### src/rtl/cal_pkg.sv
// Calibration sequencer shared types: FSM states and coefficient slots.
// Optional watchdog build macro: CAL_TIMEOUT_EN.
package cal_pkg;

  typedef enum logic [2:0] {
    IDLE,
    CNV,
    CNV_WT,
    OFS,
    GAIN,
    TRIM,
    DONE
  } calState_t;

  localparam logic [1:0] IDX_OFS  = 2'd0;
  localparam logic [1:0] IDX_GAIN = 2'd1;
  localparam logic [1:0] IDX_TRIM = 2'd2;

endpackage

### src/rtl/cal_seq_if.sv
// Sequencer bus: command, A2D, NV_MEM and datapath control.
// master = sequencer, slave = surrounding logic.
interface cal_seq_if #(
  parameter int CH_W = 3
);

  logic            strt_cal;
  logic [CH_W-1:0] chnnl;
  logic            cnv_cmplt;
  logic            nv_rdy;
  logic            strt_cnv;
  logic            nv_rd;
  logic [CH_W+1:0] nv_addr;
  logic            selA2D;
  logic            selCoeff;
  logic            selMult;
  logic            enTmp;
  logic            cal_vld;
  logic            done;
  logic            busy;
  logic            err;

  modport master (
    input  strt_cal, chnnl,
    input  cnv_cmplt, nv_rdy,
    output strt_cnv, nv_rd, nv_addr,
    output selA2D, selCoeff, selMult,
    output enTmp, cal_vld,
    output done, busy, err
  );

  modport slave (
    output strt_cal, chnnl,
    output cnv_cmplt, nv_rdy,
    input  strt_cnv, nv_rd, nv_addr,
    input  selA2D, selCoeff, selMult,
    input  enTmp, cal_vld,
    input  done, busy, err
  );

endinterface

### src/rtl/cal_wdog.sv
// Wait-state watchdog: counts while en, cleared on state change.
// Used only when CAL_TIMEOUT_EN is defined.
module cal_wdog #(
  parameter int TMO_CYC = 1023
) (
  input  logic clk,
  input  logic rst_n,
  input  logic clr,
  input  logic en,
  output logic expired
);

  localparam int W = $clog2(TMO_CYC + 1);

  logic [W-1:0] cnt;

  always_ff @(posedge clk) begin
    if (!rst_n || clr) begin
      cnt <= '0;
    end else if (en) begin
      cnt <= cnt + 1'b1;
    end
  end

  // Fires in the TMO_CYC-th waiting cycle of a state.
  assign expired = en && (cnt == W'(TMO_CYC - 1));

endmodule

### src/rtl/cal_seq.sv
// Calibration control sequencer: conversion, then offset/gain/trim.
// Build macro CAL_TIMEOUT_EN adds the wait watchdog and err flag.
module cal_seq #(
  parameter int CH_W    = 3,
  parameter int TMO_CYC = 1023
) (
  input logic       clk,
  input logic       rst_n,
  cal_seq_if.master bus
);

  import cal_pkg::*;

  calState_t       state;
  logic [CH_W-1:0] chnl;
  logic            errQ;
  logic            inNv;
  logic            rdyHit;
  logic            expired;

  logic            strtCnv;
  logic            nvRd;
  logic [1:0]      idx;
  logic            selA;
  logic            selC;
  logic            selM;

  assign inNv = (state == OFS) ||
                (state == GAIN) ||
                (state == TRIM);

  assign rdyHit = inNv && bus.nv_rdy && !expired;

`ifdef CAL_TIMEOUT_EN
  logic tmoEn;
  logic leave;

  assign tmoEn = inNv || (state == CNV_WT);

  assign leave =
    ((state == IDLE) && bus.strt_cal) ||
    (state == CNV) ||
    ((state == CNV_WT) && bus.cnv_cmplt) ||
    rdyHit ||
    (state == DONE) ||
    expired;

  cal_wdog #(
    .TMO_CYC(TMO_CYC)
  ) uWdog (
    .clk    (clk),
    .rst_n  (rst_n),
    .clr    (leave),
    .en     (tmoEn),
    .expired(expired)
  );
`else
  logic unusedTmo;
  assign unusedTmo = ^TMO_CYC;
  assign expired   = 1'b0;
`endif

  always_ff @(posedge clk) begin
    if (!rst_n) begin
      state <= IDLE;
      chnl  <= '0;
      errQ  <= 1'b0;
    end else if (expired) begin
      state <= IDLE;
      errQ  <= 1'b1;
    end else begin
      unique case (state)
        IDLE: begin
          if (bus.strt_cal) begin
            state <= CNV;
            chnl  <= bus.chnnl;
            errQ  <= 1'b0;
          end
        end
        CNV:    state <= CNV_WT;
        CNV_WT: if (bus.cnv_cmplt) state <= OFS;
        OFS:    if (bus.nv_rdy) state <= GAIN;
        GAIN:   if (bus.nv_rdy) state <= TRIM;
        TRIM:   if (bus.nv_rdy) state <= DONE;
        DONE:   state <= IDLE;
        default: state <= IDLE;
      endcase
    end
  end

  always_comb begin
    strtCnv = 1'b0;
    nvRd    = 1'b0;
    idx     = IDX_OFS;
    selA    = 1'b0;
    selC    = 1'b0;
    selM    = 1'b0;
    unique case (1'b1)
      (state == CNV): strtCnv = 1'b1;
      (state == OFS): begin
        nvRd = 1'b1;
        idx  = IDX_OFS;
        selA = 1'b1;
        selC = 1'b1;
      end
      (state == GAIN): begin
        nvRd = 1'b1;
        idx  = IDX_GAIN;
        selC = 1'b1;
        selM = 1'b1;
      end
      (state == TRIM): begin
        nvRd = 1'b1;
        idx  = IDX_TRIM;
        selC = 1'b1;
      end
      default: ;
    endcase
  end

  assign bus.strt_cnv = strtCnv;
  assign bus.nv_rd    = nvRd;
  assign bus.nv_addr  = nvRd ? {chnl, idx} : '0;
  assign bus.selA2D   = selA;
  assign bus.selCoeff = selC;
  assign bus.selMult  = selM;
  assign bus.enTmp    = rdyHit;
  assign bus.cal_vld  = rdyHit && (state == TRIM);
  assign bus.done     = (state == DONE);
  assign bus.busy     = (state != IDLE) && (state != DONE);
  assign bus.err      = errQ;

endmodule

### src/flat_wrapper.sv
// flat-port wrapper written by rule: the top's interface ports become plain ports
module cal_seq_flat import cal_pkg::*;
#(
  parameter int CH_W    = 3,
  parameter int TMO_CYC = 1023
)
  (clk, rst_n, bus_strt_cal, bus_chnnl, bus_cnv_cmplt, bus_nv_rdy, bus_strt_cnv, bus_nv_rd, bus_nv_addr, bus_selA2D, bus_selCoeff, bus_selMult, bus_enTmp, bus_cal_vld, bus_done, bus_busy, bus_err);
  cal_seq_if #(.CH_W(CH_W)) bus_i ();
  input logic clk;
  input logic rst_n;
  input wire logic [$bits(bus_i.strt_cal)-1:0] bus_strt_cal;
  input wire logic [$bits(bus_i.chnnl)-1:0] bus_chnnl;
  input wire logic [$bits(bus_i.cnv_cmplt)-1:0] bus_cnv_cmplt;
  input wire logic [$bits(bus_i.nv_rdy)-1:0] bus_nv_rdy;
  output wire logic [$bits(bus_i.strt_cnv)-1:0] bus_strt_cnv;
  output wire logic [$bits(bus_i.nv_rd)-1:0] bus_nv_rd;
  output wire logic [$bits(bus_i.nv_addr)-1:0] bus_nv_addr;
  output wire logic [$bits(bus_i.selA2D)-1:0] bus_selA2D;
  output wire logic [$bits(bus_i.selCoeff)-1:0] bus_selCoeff;
  output wire logic [$bits(bus_i.selMult)-1:0] bus_selMult;
  output wire logic [$bits(bus_i.enTmp)-1:0] bus_enTmp;
  output wire logic [$bits(bus_i.cal_vld)-1:0] bus_cal_vld;
  output wire logic [$bits(bus_i.done)-1:0] bus_done;
  output wire logic [$bits(bus_i.busy)-1:0] bus_busy;
  output wire logic [$bits(bus_i.err)-1:0] bus_err;
  assign bus_i.strt_cal = bus_strt_cal;
  assign bus_i.chnnl = bus_chnnl;
  assign bus_i.cnv_cmplt = bus_cnv_cmplt;
  assign bus_i.nv_rdy = bus_nv_rdy;
  assign bus_strt_cnv = bus_i.strt_cnv;
  assign bus_nv_rd = bus_i.nv_rd;
  assign bus_nv_addr = bus_i.nv_addr;
  assign bus_selA2D = bus_i.selA2D;
  assign bus_selCoeff = bus_i.selCoeff;
  assign bus_selMult = bus_i.selMult;
  assign bus_enTmp = bus_i.enTmp;
  assign bus_cal_vld = bus_i.cal_vld;
  assign bus_done = bus_i.done;
  assign bus_busy = bus_i.busy;
  assign bus_err = bus_i.err;
  cal_seq #(.CH_W(CH_W), .TMO_CYC(TMO_CYC)) u_core (.clk(clk), .rst_n(rst_n), .bus(bus_i));
endmodule
### config.mk
export PLATFORM = sky130hd
export DESIGN_NAME = cal_seq_flat
export DESIGN_NICKNAME = d
export VERILOG_FILES = /design/src/rtl/cal_pkg.sv /design/src/rtl/cal_seq_if.sv /design/src/rtl/cal_wdog.sv /design/src/rtl/cal_seq.sv /design/src/flat_wrapper.sv
export SDC_FILE = /design/constraint.sdc
export NUM_CORES = 1
export LEC_CHECK = 0
export ABC_AREA = 1
export ABC_CLOCK_PERIOD_IN_PS = 1200
export BUFFER_PORTS_ARGS = -buffer_cell sky130_fd_sc_hd__buf_2
export CAP_MARGIN = 10
export CORE_AREA = 2 2 39 41
export CTS_CLUSTER_SIZE = 8
export DETAILED_ROUTE_END_ITERATION = 7
export DIE_AREA = 0 0 41 43
export GPL_ROUTABILITY_DRIVEN = 0
export PLACE_DENSITY = 0.56
export SYNTH_ARGS = -nofsm -noshare
export SYNTH_HDL_FRONTEND = slang
export SYNTH_SLANG_ARGS = --single-unit
### constraint.sdc
create_clock -name clk -period 1.2 [get_ports clk]
set_input_delay 0.06 -clock clk [delete_from_list [all_inputs] [get_ports clk]]
set_output_delay 0.06 -clock clk [all_outputs]
set_load 0.05 [all_outputs]
# Word level (Yosys, flattened, before mapping)
# Index checks and enable logic that the tools add are counted.
# W data, S select, Z words.
dict set report word_totals {
  ff_bits 6
  word_cells 36
}
dict set report op_classes {
  mux 12
  n_reduce_logical 10
  eq_ne 12
}
# cell count
set ops {}
lappend ops {{$pmux W3 S6} 1}
lappend ops {{$mux W3} 5}
lappend ops {{$ne A2 B2 Y1 const B} 5}
lappend ops {{$eq A3 B3 Y1 const B} 3}
lappend ops {{$eq A3 B2 Y1 const B} 2}
lappend ops {{$mux W5} 1}
lappend ops {{$reduce_and A5 Y1} 1}
lappend ops {{$mux W1} 4}
lappend ops {{$pmux W2 S2} 1}
lappend ops {{$eq A3 B1 Y1 const B} 1}
lappend ops {{$logic_and A1 B1 Y1} 3}
lappend ops {{$logic_not A3 Y1} 1}
lappend ops {{$ne A3 B3 Y1 const B} 1}
lappend ops {{$reduce_bool A3 Y1} 1}
lappend ops {{$reduce_or A3 Y1} 1}
lappend ops {{$logic_or A1 B1 Y1} 2}
lappend ops {{$reduce_and A2 Y1} 1}

# Depth between registers and ports, before layout
# Gate-level depths: netlist of run 1.
dict set report depth {
  depth_word 5
  ltp_mapped 7
  mapped_depth_nobuf 7
}

# Worst setup path after synthesis of run 1
# OpenSTA, ideal clock, no wires.
dict set report synth_timing {
  path_kind {register to output}
  from {reg u_core.state[2]}
  to {out bus_busy}
  stages_incl_launch_ff 4
  arrival_time_ps 1701
  required_time_ps 1140
  slack_ps -561
  path_cell_list {dfxtp_1 > nand2_1 > nor2_1 > nor2_1}
}
dict set report synth_between {
  elab_chain_cells 2
}
# item line
set synth_rtl {}
lappend synth_rtl {{start: declaration} cal_seq.sv:14} ;# calState_t state;
lappend synth_rtl {{start signal: assignment} cal_seq.sv:65} ;# state <= IDLE;
lappend synth_rtl {{start signal: assignment} cal_seq.sv:69} ;# state <= IDLE;
lappend synth_rtl {{start signal: assignment} cal_seq.sv:75} ;# state <= CNV;
lappend synth_rtl {{$ne A3 B3 Y1 or $reduce_bool A3 Y1 (tied branches)} cal_seq.sv:130} ;# assign bus.busy = (state != IDLE) && (state != DONE);
lappend synth_rtl {{$logic_and A1 B1 Y1 (*)} cal_seq.sv:130}
lappend synth_rtl {{end: declaration} flat_wrapper.sv:24} ;# output wire logic [$bits(bus_i.busy)-1:0] bus_busy;
# Mark *: on every way between the ends. The rest lies on a longest branch, timed or not.

# Worst setup path after layout of run 1
dict set report layout_timing {
  from {reg u_core.state[1]}
  to {out bus_enTmp}
}
dict set report layout_between {
  elab_chain_cells 4
}
# item line
set layout_rtl {}
lappend layout_rtl {{$eq A3 B2 Y1 or $eq A3 B3 Y1 (tied branches)} {cal_seq.sv:28, cal_seq.sv:29}}
lappend layout_rtl {{$logic_or A1 B1 Y1} cal_seq.sv:28} ;# assign inNv = (state == OFS) ||
lappend layout_rtl {{$logic_or A1 B1 Y1 (*)} cal_seq.sv:29} ;# (state == GAIN) ||
lappend layout_rtl {{$logic_and A1 B1 Y1 (*)} cal_seq.sv:32} ;# assign rdyHit = inNv && bus.nv_rdy && !expired;
lappend layout_rtl {{end: declaration} flat_wrapper.sv:21} ;# output wire logic [$bits(bus_i.enTmp)-1:0] bus_enTmp;
# Marks and branches as above.

==> results.yml, run 1 <==
status:
  status: "finished, violations left"
  failed_checks: "setup timing"
floorplan:
  die_w_microns: 41
  num_io_pins: 23
  die_h_microns: 43
  die_area_sq_um: 1760
  rows: 14
  start_util: 0.290
  core_area_sq_um: 1380
synthesis:
  avgSynthCellArea_sq_um: 6.18
  yosys_warnings: 0
  synth_cell_types: 17
  netlist.area_leader.share: 0.299
  ys_top_cells_by_area: "dfxtp_1 30%, nor2_1 13%, nand2_1 10%, inv_1 9.3%, a21oi_1 5.0%"
  ys.flop_type: "dfxtp_1"
  async_flop_share: 0
  synth_edf_count: 0
  synthesis.area_sq_um: 402
  synthTopCellsByCount: "14 x nor2_1, 11 x nand2_1, 10 x inv_1"
  ys_ff_latch: 6
  syn-num-nets: 73
  ys_seq_area_frac: 0.299
  syn_inst: 65
  yosysTopAreaCell: "dfxtp_1"
  yosysMostFrequentCell: "nor2_1"
clock_network:
  cts_root_buf: "clkbuf_4"
  cts_tree: "done"
  clockBufferDepth: 2
  path_clk_slew_ns: 0.04
  clock_sinks: 6
  cts.htree.levels: 1
  cts_made_buffers: 3
  cts_hold_buf: 0
  clk_latency_ns: 0.23
sta:
  hold_viol_final: 0
  fmax_ghz: 0.805
  layout_setup_ws_ns: -0.0415
  fin_crit_ns: 1.24
  setup-violations-final: 4
  report.final.slew_viol_count: 0
  timing.final.crit_share: 1.03
  skew_ns: 0.00133
  hold_ws_ns: 0.101
  rsz0062_at_grt: "yes"
  fin_setup_tns_ns: -0.103
place:
  io_buffers: 21
  place_area_sq_um: 593
  dpl_worst_slack_ns: 0.00680
  dp_cells: 105
  dp_hpwl_microns: 806
grt:
  grt_max_degree: 7
  grt_pass1_wl_mm: 1.64
  grt_pass1_vias: 428
  antenna_found_initial: 0
  grt_use_total: 0.138
  grt_overflow: 0
worst_setup_path:
  arrival_ns: 1.18
  crit_path_start_kind: "flip-flop"
  cp_max_fo: 5
  path_class: "reg2out"
  endpoint_kind: "output pin"
  r2r_cells: 8
  cp.required_ns: 1.14
  reg2reg_to: "u_core.state[2]$_SDFFE_PN0P_"
  worst-r2r-setup-slack_ns: 0.04
  reg2reg_from: "u_core.state[1]$_SDFFE_PN0P_"
route:
  vias: 491
  initialDrtViolationCount: 8
  drt_wl_total_mm: 1.16
  first_pass_iters: 3
  drtAntennaViolNets: 0
  drc: 0
  post_drt_via_cell_ratio: 4.35
  wl_per_cell_microns: 10.3
power:
  ir_worst_vdd_mv: 0.833
  p_total_mw: 1.75
  power-per-cell-area_nw_per_um2: 2150
  p_leak_nw: 0.402
finish:
  antenna-diode-count: 0
  finalNetCount: 107
  instances_no_fill: 113
  syn2layout_area_growth_pct: 102
  fin_area_sq_um: 812
  fin_util: 0.587
  drive_gt1_frac: 0.711
min_path:
  worstHoldPathCells: 3
  holdCritStartpoint: "rst_n"
  min_to: "u_core.state[2]$_SDFFE_PN0P_"
  hold_path_class: "in2reg"
job:
  maxCapViolations: 0
final cells by class:
cell class | instances | area [sq um]
multi-input combinational | 45 | 328
tap | 16 | 20.0
timing repair buffer | 31 | 254
fill | 123 | 572
sequential | 6 | 131
inverter | 12 | 56.3
clock buffer | 3 | 22.5
state kept, by name, summed over array words and instances, names as in the netlist:
signal	flops
u_core.chnl	3
u_core.state	3
where the power goes:
part / switching, mW / leakage, nW / internal, mW
Sequential: 0.0730 / 0.0515 / 0.281
Combinational: 0.804 / 0.337 / 0.421
Clock: 0.0599 / 0.0138 / 0.112
cells in the final DEF, fill, tap and decap left out, drive strengths merged:
master and n:
buf 30, nor2 17, nand2 14, inv 11, dfxtp 6, a21oi 5
clkbuf 4, o21ai 3, nand3 3, clkinvlp 1, nor3 1, nand3b 1
conb 1
kinds of logic after synthesis:
family	synth area share
flops	0.299
other cells	0.00934
buf+inv	0.150
simple gates	0.433
compound gates	0.109
worst max-delay path by stage:
| stage | from | end | slack [ns] |
|---|---|---|---|
| CTS | u_core.state[1]$_SDFFE_PN0P_ | bus_nv_rd | -0.05 |
| finish | u_core.state[1]$_SDFFE_PN0P_ | bus_enTmp | -0.04 |
| global placement | u_core.state[1]$_SDFFE_PN0P_ | bus_enTmp | 0.05 |
| global route | u_core.state[2]$_SDFFE_PN0P_ | bus_enTmp | -0.1 |
| detailed placement | u_core.state[1]$_SDFFE_PN0P_ | bus_enTmp | 0.007 |
| floorplan | u_core.state[0]$_SDFFE_PN0P_ | bus_nv_addr[0] | -0.06 |
worst max-delay path: stages (launching register included):
cell	delay, ns
dfxtp_4	0.37
nand2_4	0.08
nand2_4	0.06
nand2_4	0.09
inv_4	0.05
nand2_4	0.07
clkinvlp_4	0.08
buf_8	0.15
what timing repair did:
item,in CTS,in global routing
resized for setup,27,24
setup buffers,3,2
endpoints found under the setup margin,13,17
endpoints found under the hold margin,0,0
pin swaps,2,5
metal layers:
| metal | vias to the layer above | part of all wire | GRT usage |
|---|---|---|---|
| met4 | 0 | 0 | 0.0400 |
| met1 | 217 | 0.40 | 0.152 |
| met5 | - | 0 | 0 |
| li1 | 262 | - | - |
| met2 | 12 | 0.57 | 0.234 |
| met3 | 0 | 0.036 | 0.0471 |
(Power assumes the default switching activity.)
==> inputs of run 2 (changes only) <==
--- a/config.mk
+++ b/config.mk
@@ -14,7 +14,6 @@
 export DETAILED_ROUTE_END_ITERATION = 7
 export DIE_AREA = 0 0 41 43
 export GPL_ROUTABILITY_DRIVEN = 0
-export PLACE_DENSITY = 0.56
 export SYNTH_ARGS = -nofsm -noshare
 export SYNTH_HDL_FRONTEND = slang
 export SYNTH_SLANG_ARGS = --single-unit
==> results.yml, run 2 (same netlist as run 1, synthesis figures left out) <==
place:
  io_buffers: 21
  dp_hpwl_microns: 732
  place_area_sq_um: 586
finish:
  syn2layout_area_growth_pct: 102
  final_cell_mix: "10 x buf_4, 9 x nor2_2, 8 x inv_1, 8 x buf_2, 7 x nand2_1"
  nFillCells: 127
  antenna-diode-count: 0
  reg_top3: "u_core.chnl: 3 flops, u_core.state: 3 flops"
  finalNetCount: 104
  fin_area_sq_um: 810
  fin_util: 0.585
  final_common_cell: "buf_4"
  drive_gt1_frac: 0.681
worst_setup_path:
  arrival_ns: 1.17
  reg2reg_from: "u_core.state[2]$_SDFFE_PN0P_"
  path_class: "reg2out"
  endpoint_kind: "output pin"
  crit_path_start_kind: "flip-flop"
  cp_max_fo: 5
  worst-r2r-setup-slack_ns: 0.06
  r2r_cells: 6
  reg2reg_to: "u_core.state[1]$_SDFFE_PN0P_"
  cp.required_ns: 1.14
sta:
  fin_setup_tns_ns: -0.0495
  fin_crit_ns: 1.23
  setup-violations-final: 3
  skew_ns: 0.00291
  fmax_ghz: 0.811
  timing.final.crit_share: 1.03
  hold_ws_ns: 0.0838
  report.final.slew_viol_count: 0
  layout_setup_ws_ns: -0.0329
  rsz0062_at_grt: "yes"
  hold_viol_final: 0
power:
  p_leak_nw: 0.395
  power-per-cell-area_nw_per_um2: 2180
  p_total_mw: 1.76
  ir_worst_vdd_mv: 1.04
grt:
  groute.layer.met2.usage: 0.238
  grt.met1_usage: 0.133
  busiest_layer: "met2"
  grt_overflow: 0
  grt_max_degree: 7
  grt_use_met3: 0.0157
  grt_pass1_wl_mm: 1.58
  grt_use_total: 0.130
  grt_pass1_vias: 439
  antenna_found_initial: 0
floorplan:
  rows: 14
  start_util: 0.290
  die_area_sq_um: 1760
  num_io_pins: 23
  die_w_microns: 41
  die_h_microns: 43
  core_area_sq_um: 1380
clock_network:
  clk_latency_ns: 0.24
  clockBufferDepth: 2
  cts_made_buffers: 3
  cts.htree.levels: 1
  cts_root_buf: "clkbuf_4"
  clock_sinks: 6
  path_clk_slew_ns: 0.05
  cts_tree: "done"
route:
  drc: 0
  wl_per_cell_microns: 9.51
  drt_wl_total_mm: 1.05
  drtAntennaViolNets: 0
  first_pass_iters: 4
  initialDrtViolationCount: 3
  vias: 492
  post_drt_via_cell_ratio: 4.47
min_path:
  worstHoldPathCells: 3
  holdCritStartpoint: "bus_chnnl[0]"
  min_to: "u_core.chnl[0]$_SDFFE_PN0P_"
  hold_path_class: "in2reg"
status:
  failed_checks: "setup timing"
  status: "finished, violations left"
job:
  maxCapViolations: 0
-- run 2: cell count changes in the layout (fill, tap and decap cells not counted), moves of 2 or more --
cell    delta
nor2_2     -3
nor2_4     +2
buf_4      -3
buf_8      +2
-- run 2: how the worst max path moves through the flow --
| stage | start | to | slack (ns) |
|---|---|---|---|
| after floorplan | u_core.state[0]$_SDFFE_PN0P_ | bus_nv_addr[0] | -0.06 |
| after global placement | u_core.state[1]$_SDFFE_PN0P_ | bus_enTmp | 0.04 |
| after detailed placement | u_core.state[1]$_SDFFE_PN0P_ | bus_enTmp | 0.0001 |
| after CTS | u_core.state[1]$_SDFFE_PN0P_ | bus_enTmp | -0.04 |
| after global routing | u_core.state[2]$_SDFFE_PN0P_ | bus_enTmp | -0.09 |
| final | u_core.state[2]$_SDFFE_PN0P_ | bus_enTmp | -0.03 |
-- run 2: through the flow --
step	setup slack (ns)	instances
4_1_cts	-0.0370	109
3_3_place_gp	0.0354	104
3_5_place_dp	0.000148	104
2_1_floorplan	-0.0564	65
5_1_grt	-0.0891	110
6_report	-0.0329	110
-- run 2: what timing repair did --
item                       in CTS  in global routing
gates resized for setup        34                 21
setup endpoints to repair      13                 16
hold endpoints to repair        0                  0
pin swaps                       3                  4
setup buffers                   2                  1
hold buffers                    0                  0
-- run 2: final cells by class --
class	count	area, sq um	area share
tap	16	20.0	0.0247
inverter	12	56.3	0.0696
timing repair buffer	28	243	0.300
sequential	6	131	0.162
multi-input combinational	45	337	0.416
clock buffer	3	22.5	0.0278
-- run 2: worst max-delay path: stages (launching register included) --
cell and delay, ns:
dfxtp_4 0.39, nand2_4 0.09, nand2_8 0.10, inv_4 0.04, nand2_4 0.07, clkinvlp_4 0.08
buf_8 0.15
-- run 2: where the power goes --
group          internal (mW)  switching (mW)  total (mW)
Clock                  0.113          0.0711       0.184
Sequential             0.280          0.0692       0.349
Combinational          0.424           0.806        1.23
-- run 2: per-layer routing --
layer  up-vias  routed length (microns)
li1        258                        -
met1       214                      384
met2        18                      591
met3         2                       59
met4         0                       11
met5         -                        0
==> inputs of run 3 (changes only) <==
--- a/config.mk
+++ b/config.mk
@@ -10,10 +10,11 @@
 export BUFFER_PORTS_ARGS = -buffer_cell sky130_fd_sc_hd__buf_2
 export CAP_MARGIN = 10
 export CORE_AREA = 2 2 39 41
-export CTS_CLUSTER_SIZE = 8
+export CTS_CLUSTER_SIZE = 12
 export DETAILED_ROUTE_END_ITERATION = 7
 export DIE_AREA = 0 0 41 43
 export GPL_ROUTABILITY_DRIVEN = 0
+export SETUP_SLACK_MARGIN = 0.4
 export SYNTH_ARGS = -nofsm -noshare
 export SYNTH_HDL_FRONTEND = slang
 export SYNTH_SLANG_ARGS = --single-unit
==> results.yml, run 3 (same netlist as run 1, synthesis figures left out) <==
status:
  status: "finished, violations left"
  failed_checks: "setup timing"
place:
  dp_cells: 102
  io_buffers: 21
  dp_hpwl_microns: 852
worst_setup_path:
  cp_max_fo: 4
  crit_path_start_kind: "flip-flop"
  path_class: "reg2out"
  reg2reg_to: "u_core.state[1]$_SDFFE_PN0P_"
  cpMostUsedCell: "nand2_8"
  crit_start: "u_core.state[2]$_SDFFE_PN0P_"
  max_stage_delay_ns: 0.39
  reg2reg_from: "u_core.state[2]$_SDFFE_PN0P_"
  crit_chain: "inv_8 -> nand2_8 -> nand2_8 -> inv_12 -> nand2_8 -> clkinvlp_4 -> buf_8"
  worst-r2r-setup-slack_ns: -0.06
  cp_slowest_cell: "dfxtp_4"
  endpoint_kind: "output pin"
  cp.required_ns: 1.14
  r2r_cells: 8
  arrival_ns: 1.24
clock_network:
  clk_latency_ns: 0.25
  cts.htree.levels: 1
  path_clk_slew_ns: 0.06
  cts_tree: "done"
  cts_root_buf: "clkbuf_4"
  clockBufferDepth: 2
  cts_hold_buf: 0
  clock_sinks: 6
  cts_made_buffers: 3
floorplan:
  die_w_microns: 41
  start_util: 0.290
  die_h_microns: 43
  die_area_sq_um: 1760
  rows: 14
  num_io_pins: 23
  core_area_sq_um: 1380
power:
  power-per-cell-area_nw_per_um2: 2180
  p_leak_nw: 0.449
  ir_worst_vdd_mv: 1.26
finish:
  reg_top3: "u_core.chnl: 3 flops, u_core.state: 3 flops"
  final_common_cell: "nor2_4"
  finalNetCount: 111
  syn2layout_area_growth_pct: 161
  antenna-diode-count: 0
  instances_no_fill: 118
  fin_util: 0.757
  nFillCells: 97
  final_cell_mix: "12 x nor2_4, 10 x buf_6, 9 x buf_4"
  drive_gt1_frac: 0.794
grt:
  grt_pass1_wl_mm: 2.15
  grt_overflow: 0
  grt_pass1_vias: 479
  antenna_found_initial: 0
  grt_max_degree: 7
  grt_use_total: 0.187
route:
  post_drt_via_cell_ratio: 4.64
  first_pass_iters: 1
  drtAntennaViolNets: 0
  drc: 0
  drt_wl_total_mm: 1.50
  wl_per_cell_microns: 12.7
  initialDrtViolationCount: 0
  vias: 547
sta:
  fmax_ghz: 0.768
  skew_ns: 0.0101
  timing.final.crit_share: 1.09
  report.final.slew_viol_count: 0
  rsz0062_at_grt: "yes"
  layout_setup_ws_ns: -0.102
  setup-violations-final: 12
  hold_viol_final: 0
  fin_crit_ns: 1.30
job:
  maxCapViolations: 0
min_path:
  hold_path_class: "in2reg"
  worstHoldPathCells: 3
  min_to: "u_core.chnl[0]$_SDFFE_PN0P_"
  holdCritStartpoint: "bus_chnnl[0]"
==> run 3: changes by cell type in the layout (fill, tap and decap cells not counted), moves of 2 or more <==
| cell | previous run | this run |
|---|---|---|
| nor2_4 | 6 | 12 |
| buf_6 | 6 | 10 |
| buf_8 | 4 | 8 |
| nand2_8 | 1 | 5 |
| nor2_2 | 9 | 5 |
| nand2_1 | 7 | 4 |
| nand2_4 | 5 | 2 |
| o21ai_1 | 3 | 0 |
| o21ai_2 | 0 | 3 |
| nand2_2 | 1 | 3 |
| nor2_1 | 2 | 0 |
==> run 3: metal layers <==
| metal | global-route usage | up-vias | routed length (microns) |
|---|---|---|---|
| met5 | 0 | - | 0 |
| met4 | 0.140 | 0 | 15 |
| met3 | 0.0209 | 2 | 73 |
| met2 | 0.309 | 17 | 947 |
| met1 | 0.201 | 256 | 462 |
| li1 | - | 272 | - |
==> run 3: stage by stage <==
stage	hold WS (ns)	power [mW]	setup TNS, ns	worst slack, ns	cell area (sq um)
floorplan	0.172	1.25	0	0.115	537
global placement	0.337	1.43	0	0.0712	662
detailed placement	0.342	1.43	0	0.0603	662
CTS	0.0717	1.98	-0.622	-0.105	901
global route	0.101	2.41	-1.34	-0.168	1050
finish	0.0813	2.28	-0.556	-0.102	1050
==> run 3: final cells by class <==
type	count	area [sq um]	area share
clock buffer	4	26.3	0.0251
sequential	6	131	0.125
tap	16	20.0	0.0191
inverter	12	71.3	0.0681
timing repair buffer	35	355	0.339
multi-input combinational	45	443	0.423
==> run 3: timing repair <==
action                     in CTS  in global routing
gates cloned                    0                  0
pin swaps                      11                 10
setup buffers                   7                  5
gates resized for setup        42                 26
setup endpoints to repair      20                 20
==> run 3: report_power, final <==
group	switching, mW	internal, mW	total (mW)
clock network	0.0827	0.127	0.209
logic	1.01	0.681	1.69
registers	0.0998	0.281	0.380
==> run 3: worst max-delay path by stage <==
stage,end,slack [ns]
after global routing,u_core.state[1]$_SDFFE_PN0P_,-0.17
after global placement,bus_enTmp,0.07
after CTS,bus_enTmp,-0.10
after detailed placement,bus_enTmp,0.06
after floorplan,bus_enTmp,0.12
final,bus_enTmp,-0.10
==> run 3: worst max-delay path, delay by kind of cell (launching register included) <==
kind | cells | cell delay [ns]
DFF | 1 | 0.39
buffers and inverters | 4 | 0.37
and+or+nand+nor | 3 | 0.23
